<file path="src/rtl/ahb_apb_bridge.sv">
// ahb_apb_bridge: AHB-Lite slave that turns each accepted AHB beat into one
// APB4 access. The AHB data phase is stretched with HREADYOUT=0 until the APB
// side completes; a PSLVERR is returned as the two-cycle AHB ERROR response.
module ahb_apb_bridge #(
   parameter int ADDR_BITS  = 32,
   parameter int DATA_BITS  = 32,
   parameter int PADDR_BITS = 16
) (
   input  logic                  HCLK,
   input  logic                  HRESET,
   input  logic                  HSEL,
   input  logic [ADDR_BITS-1:0]  HADDR,
   input  logic [1:0]            HTRANS,
   input  logic                  HWRITE,
   input  logic [2:0]            HSIZE,
   input  logic [2:0]            HBURST,
   input  logic [DATA_BITS-1:0]  HWDATA,
   input  logic                  HREADY,
   output logic                  HREADYOUT,
   output logic [1:0]            HRESP,
   output logic [DATA_BITS-1:0]  HRDATA,
   output logic                  PSEL,
   output logic                  PENABLE,
   output logic                  PWRITE,
   output logic [PADDR_BITS-1:0] PADDR,
   output logic [DATA_BITS-1:0]  PWDATA,
   output logic [3:0]            PSTRB,
   input  logic [DATA_BITS-1:0]  PRDATA,
   input  logic                  PREADY,
   input  logic                  PSLVERR
);

   localparam logic [1:0] RESP_OKAY  = 2'b00;
   localparam logic [1:0] RESP_ERROR = 2'b01;

   typedef enum logic [2:0] {
      S_IDLE, S_WDATA, S_SETUP, S_ACCESS, S_ERR1, S_ERR2
   } state_t;

   state_t     state;
   logic       accept;
   logic [3:0] strb_dec;

   // Bits the bridge has no use for: burst type, SEQ/NONSEQ distinction and
   // the address bits above the APB window.
   logic unused_in;
   assign unused_in = ^{HBURST, HTRANS[0], HADDR[ADDR_BITS-1:PADDR_BITS]};

   // Address-phase decode: a real transfer to us while the bus is ready,
   // taken only when no transfer is in flight (IDLE, or last ERROR cycle).
   always_comb begin
      accept = HSEL && HTRANS[1] && HREADY && (state == S_IDLE || state == S_ERR2);
   end

   // Byte strobes from size/address; reads never drive strobes. Sizes above
   // word are treated as a full word.
   always_comb begin
      strb_dec = 4'b0000;
      if (HWRITE) begin
         case (HSIZE)
            3'b000:  strb_dec = 4'b0001 << HADDR[1:0];
            3'b001:  strb_dec = HADDR[1] ? 4'b1100 : 4'b0011;
            default: strb_dec = 4'b1111;
         endcase
      end
   end

   // Bridge FSM; every bus output is a flop so HREADYOUT drops right after
   // the accept edge and APB controls are clean state decodes.
   always_ff @(posedge HCLK) begin
      if (HRESET) begin
         state     <= S_IDLE;
         HREADYOUT <= 1'b1;
         HRESP     <= RESP_OKAY;
         HRDATA    <= '0;
         PSEL      <= 1'b0;
         PENABLE   <= 1'b0;
         PWRITE    <= 1'b0;
         PADDR     <= '0;
         PWDATA    <= '0;
         PSTRB     <= 4'b0000;
      end else begin
         case (state)
            S_IDLE, S_ERR2: begin
               HRESP <= RESP_OKAY;
               if (accept) begin
                  PADDR     <= HADDR[PADDR_BITS-1:0];
                  PWRITE    <= HWRITE;
                  PSTRB     <= strb_dec;
                  HREADYOUT <= 1'b0;
                  if (HWRITE) begin
                     state <= S_WDATA;
                  end else begin
                     state <= S_SETUP;
                     PSEL  <= 1'b1;
                  end
               end else begin
                  state     <= S_IDLE;
                  HREADYOUT <= 1'b1;
               end
            end
            S_WDATA: begin
               // HWDATA is only valid in this first data-phase cycle
               PWDATA <= HWDATA;
               PSEL   <= 1'b1;
               state  <= S_SETUP;
            end
            S_SETUP: begin
               PENABLE <= 1'b1;
               state   <= S_ACCESS;
            end
            S_ACCESS: begin
               if (PREADY) begin
                  PSEL    <= 1'b0;
                  PENABLE <= 1'b0;
                  if (PSLVERR) begin
                     HRESP <= RESP_ERROR;
                     state <= S_ERR1;
                  end else begin
                     HREADYOUT <= 1'b1;
                     if (!PWRITE) HRDATA <= PRDATA;
                     state <= S_IDLE;
                  end
               end
            end
            S_ERR1: begin
               HREADYOUT <= 1'b1;
               state     <= S_ERR2;
            end
            default: begin
               state <= S_IDLE;
            end
         endcase
      end
   end

endmodule

</file>
<file path="config.mk">
export PLATFORM = sky130hd
export DESIGN_NAME = ahb_apb_bridge
export DESIGN_NICKNAME = d
export VERILOG_FILES = /design/src/rtl/ahb_apb_bridge.sv
export SDC_FILE = /design/constraint.sdc
export NUM_CORES = 1
export LEC_CHECK = 0
export ABC_AREA = 1
export CORE_ASPECT_RATIO = 0.7
export CORE_MARGIN = 1
export CORE_UTILIZATION = 38
export CTS_CLUSTER_SIZE = 25
export DETAILED_ROUTE_END_ITERATION = 8
export PLACE_DENSITY_LB_ADDON = 0.25
export SYNTH_ARGS = -nofsm -noshare
export SYNTH_HDL_FRONTEND = slang
export SYNTH_SLANG_ARGS = --single-unit
</file>
<file path="constraint.sdc">
create_clock -name HCLK -period 1.9 [get_ports HCLK]
set_clock_uncertainty 0.15 [all_clocks]
set_input_delay 0.285 -clock HCLK [delete_from_list [all_inputs] [get_ports HCLK]]
set_output_delay 0.285 -clock HCLK [all_outputs]
set_load 0.005 [all_outputs]
</file>
After elaboration in Yosys (flattened, before gate mapping):

Index checks and enable logic that the tools add are counted.

* shift operators: 1
* bitwise operators: 2
* equal/unequal tests: 11
* reductions and logical operators: 17
* muxes and demuxes: 20

Operators by type and width (number)
* case mux 3 bit (5 select lines): 1
* inequality test 2 bit, second input constant: 5
* two-way mux 3 bit: 3
* two-way mux 4 bit: 2
* case mux 4 bit (2 select lines): 1
* AND reduction 4 bit: 2
* == test 3 x 1 -> 1 bit, second input constant: 2
* == test 3 x 2 -> 1 bit, second input constant: 2
* == test 3 bit, second input constant: 2
* zero test 3 bit: 2
* two-way mux 1 bit: 6
* two-way mux 2 bit: 3
* case mux 1 bit (3 select lines): 2
* AND reduction 3 bit: 2
* nonzero test 3 bit: 2
* case mux 2 bit (2 select lines): 1
* AND reduction 2 bit: 2
* nonzero test 2 bit: 2
* left shift 1 x 2 -> 4 bit, first input constant: 1
* logical AND 1 bit: 3
* NOT 1 bit: 2
* case mux 1 bit (2 select lines): 1
* OR reduction 2 bit: 1
* logical OR 1 bit: 1

* bits of input ports: 111
* word-level logic and storage cells: 61
* output and inout port bits: 90
* register bits: 93

Logic depth before layout (Yosys ltp):

* depth in word-level cells: 5
* depth in mapped cells: 9
* mapped depth without buffers: 9

Worst setup path after synthesis:

Ideal clock, no wire load.

* kind: reg-to-reg
* start: register state[0]
* end: register HREADYOUT
* required time: 1.623 ns
* slack: 0.582 ns
* arrival time: 1.041 ns
* cell stages (with the launch flop): 9
* path buffers: 1
* path through: dfxtp_1 -> inv_1 -> nand2_2 -> inv_1 -> nor2_1 -> nand2_1 -> buf_2 -> nand3_1 -> nand3_1

* longest elaborated chain between the ends: 5
* elaborated cells between the ends (all ways): 13
* those cells by class: eq/ne: 5; mux: 2; reduce/logical: 6

Ends and longest elaborated chain
* start, declared: line 40 `state_t state;`
* start signal, assigned: line 72 `state <= S_IDLE;`
* start signal, assigned: line 92 `state <= S_WDATA;`
* start signal, assigned: line 94 `state <= S_SETUP;`
* == test 3 bit or zero test 3 bit (tied branches): line 52, 83
* logical OR 1 bit: line 52 `accept = HSEL && HTRANS[1] && HREADY && (state == S_IDLE || state == S_ERR2);`
* logical AND 1 bit: line 52
* two-way mux 1 bit: line 86 `if (accept) begin`
* case mux 1 bit (3 select lines): line 83 `case (state)`
* end signal, assigned: line 73 `HREADYOUT <= 1'b1;`
* end signal, assigned: line 90 `HREADYOUT <= 1'b0;`
* end signal, assigned: line 99 `HREADYOUT <= 1'b1;`
* end, declared: line 19 `output logic HREADYOUT,`

Several ways; a longest one is shown, not always the timed one.
A chain may end at the register's enable or synchronous reset.

Worst setup path in the final report:

* start: register PWRITE
* end: output PWRITE

RTL lines
* start, declared: line 24 `output logic PWRITE,`
* start signal, assigned: line 78 `PWRITE <= 1'b0;`
* start signal, assigned: line 88 `PWRITE <= HWRITE;`

No word-level cell between the ends.

==> results.md <==
- Outcome: completed
- Setup TNS: 0 ns
- Average vias per placed instance: 4.68
- Placer Congestion: 0.812
- Vias in the first global route: 3312
- CTS tree: done
- Final WL: 9900 um
- Largest family of logic cells by synthesized area: simple AND/OR/NAND/NOR gates
- CP max stage cell: clkdlybuf4s50_1
- Sequential share of the synthesized area: 54.0%
- Reg power frac: 43.7%
- Leakage: 2.14 nW
- Post-synth EDFFs: 0
- Hold Fails Final Rpt: 0
- Root Driver: clkbuf_16
- CP peak stage delay: 0.55 ns
- Finished Layout Cells: 746
- Warnings, synthesis: 0
- Tcrit/Tclk final: 90.0%
- Cell Pwr Density: 821 nW/um^2
- Netlist Area Pre-Place: 3410 um^2
- Distinct cells, synth: 23
- Post-DP HPWL: 7100 um
- Core area: 8580 um^2
- Crit path buffers/inverters: 1
- Ranking of synthesized cells by area: dfxtp_1 54%, nor2_1 11%, nand2_1 7.5%
- Post-synthesis net count: 556
- # DRC: 0
- Switch Pwr: 1.01 mW
- Post-layout util: 66.3%
- Reg-to-reg setup timing slack: 0.26 ns
- Clock transition at path regs: 0.06 ns
- Clk_lat worst skew: 0.33 ns
- XOR/XNOR Fraction of Synth Area: 0%
- Die Wd: 115 um
- Synth top cells by count: 101 x nor2_1, 92 x dfxtp_1, 68 x nand2_1
- Wirelength per Cell: 13.3 um
- Total Routing Usage GR: 21.7%
- CTS Hold Buffers Added: 0
- Clock buffer count from CTS: 9
- Synth area leader: dfxtp_1
- Top delay family on crit path: buffers and inverters
- Total number of vias: 3494
- Critical path capture point type: output pin
- Layout cells sized above 1: 5.91%
- Worst IR drop on VDD: 0.000510 V
- Max cap viols: 0
- Placed Cells incl. Taps: 730
- Row cnt: 28
- Int Power: 3.66 mW
- Setup Fix Bufs, Post-CTS: 0
- Clock sinks: 92
- Net Sw Frac: 21.7%
- Starting Density: 39.7%
- Synth-to-Final Area Change: 66.8%
- Die footprint: 9360 um^2
- Hold Path Origin: PSEL
- CP startpoint kind: flop
- Syn Area/Cell: 7.66 um^2
- Syn Inst Count: 445
- Seq cells post-synth: 92
- Worst Path Max Fanout: 3
- Nets: 732
- Compound-Gate Fraction of Synth Area: 13.9%
- Die H: 81.3 um
- Global-route wire length before repair: 15800 um
- CP startpoint: PWRITE
- RSZ-0062 raised after global routing: no
- Count leader, synth: nor2_1
- Boundary pin count: 201
- Worst r2r src: state[2]
- Arrival time worst endpoint: 1.27 ns
- Htree depth: 3
- CP cell instances: clkdlybuf4s50_1
- Total grt overflow: 0
- Max clock buf depth: 2
- Inserted Diodes: 0
- ANT nets after route: 0
- Final Slew Violations: 0
- Asr flop ratio synth: 0%
- Critical path class: reg2out
- Setup violations, final: 0
- Comb power frac: 13.6%
- CTS-repair resized insts: 0
- Post-synthesis mux area share: 0%
- Initial antenna violation count: 0
- IO buf count: 179
- Largest net degree at the start of global routing: 53
- Yosys top cell area share: 54.0%
- Clock power frac: 42.7%
- Min Tclk post-route: 1.71 ns
- Drt pass-1 iters: 4
- Post-Synth Adder-Cell Area: 0%
- Worst EP required: 1.46 ns
- Fmax: 585 MHz
- Worst Hold Class: reg2reg
- Post-Synth Simple-Gate Area: 25.8%
- DRT iter0 DRCs: 211
- Ys flop type: dfxtp_1
==> state kept, by name, indices dropped and copies added, names as in the netlist <==
name	cells
state	3
PWRITE	1
PSEL	1
PSTRB	4
HRDATA	32
PWDATA	32
HREADYOUT	1
PADDR	16
HRESP	1
PENABLE	1
==> kinds of logic after synthesis <==
kind of cell | count (synthesis)
AND/OR/NAND/NOR | 213
AO/OA/AOI/OAI | 94
flip-flops | 92
buffers and inverters | 45
other | 1
==> metrics by stage <==
step	hold slack (ns)	cell area [um^2]	setup WS, ns	total power, mW
floorplan	0.270	3410	0.582	2.32
global placement	0.290	5360	0.190	2.71
detailed placement	0.301	5360	0.153	2.72
CTS	0.310	5690	0.166	4.72
global route	0.329	5690	0.111	4.86
finish	0.305	5690	0.191	4.67
==> cell type report <==
class                           count  area, um^2
Fill cell                         741        2890
Timing Repair Buffer              195        1950
Sequential cell                    92        1840
Multi-Input combinational cell    308        1360
Clock buffer                       12         236
Tap cell                          120         150
Clock inverter                      4        97.6
Inverter                           15        57.6
==> layout by cell type, fill, tap and decap left out <==
cell type	n
a21oi_1	42
a31oi_1	1
buf_12	3
buf_4	13
bufinv_16	3
clkbuf_1	3
clkbuf_16	9
clkdlybuf4s50_1	179
clkinv_2	1
clkinvlp_4	1
conb_1	1
dfxtp_1	92
inv_1	12
inv_2	2
nand2_1	68
nand2_2	1
nand2_4	1
nand3_1	37
nand3_2	2
nor2_1	101
nor2_4	1
nor3_1	2
o21a_1	1
o21ai_0	49
o22ai_1	1
==> final timing paths <==
check | to | depth (start not counted)
worst max-delay path | PWRITE | 1
worst min-delay path | PSEL | 2
worst max register to register | HREADYOUT | 8
worst min register to register | PSEL | 2
==> routing by layer <==
| layer | GRT usage, % | routed length, um | up-vias |
|---|---|---|---|
| li1 | - | - | 1795 |
| met5 | 0 | 0 | - |
| met2 | 36.0 | 4490 | 117 |
| met3 | 6.42 | 679 | 8 |
| met1 | 27.2 | 4620 | 1574 |
| met4 | 6.75 | 112 | 0 |
==> power by group through the flow <==
stage	Clock (mW)	Combinational (mW)	Sequential (mW)
after global placement	0	0.624	2.08
after detailed placement	0	0.634	2.09
after CTS	2.04	0.638	2.04
after global routing	2.11	0.699	2.05
after floorplan	0	0.231	2.09
final	2.00	0.635	2.04
Note: power is estimated with default switching activity, not from simulation.
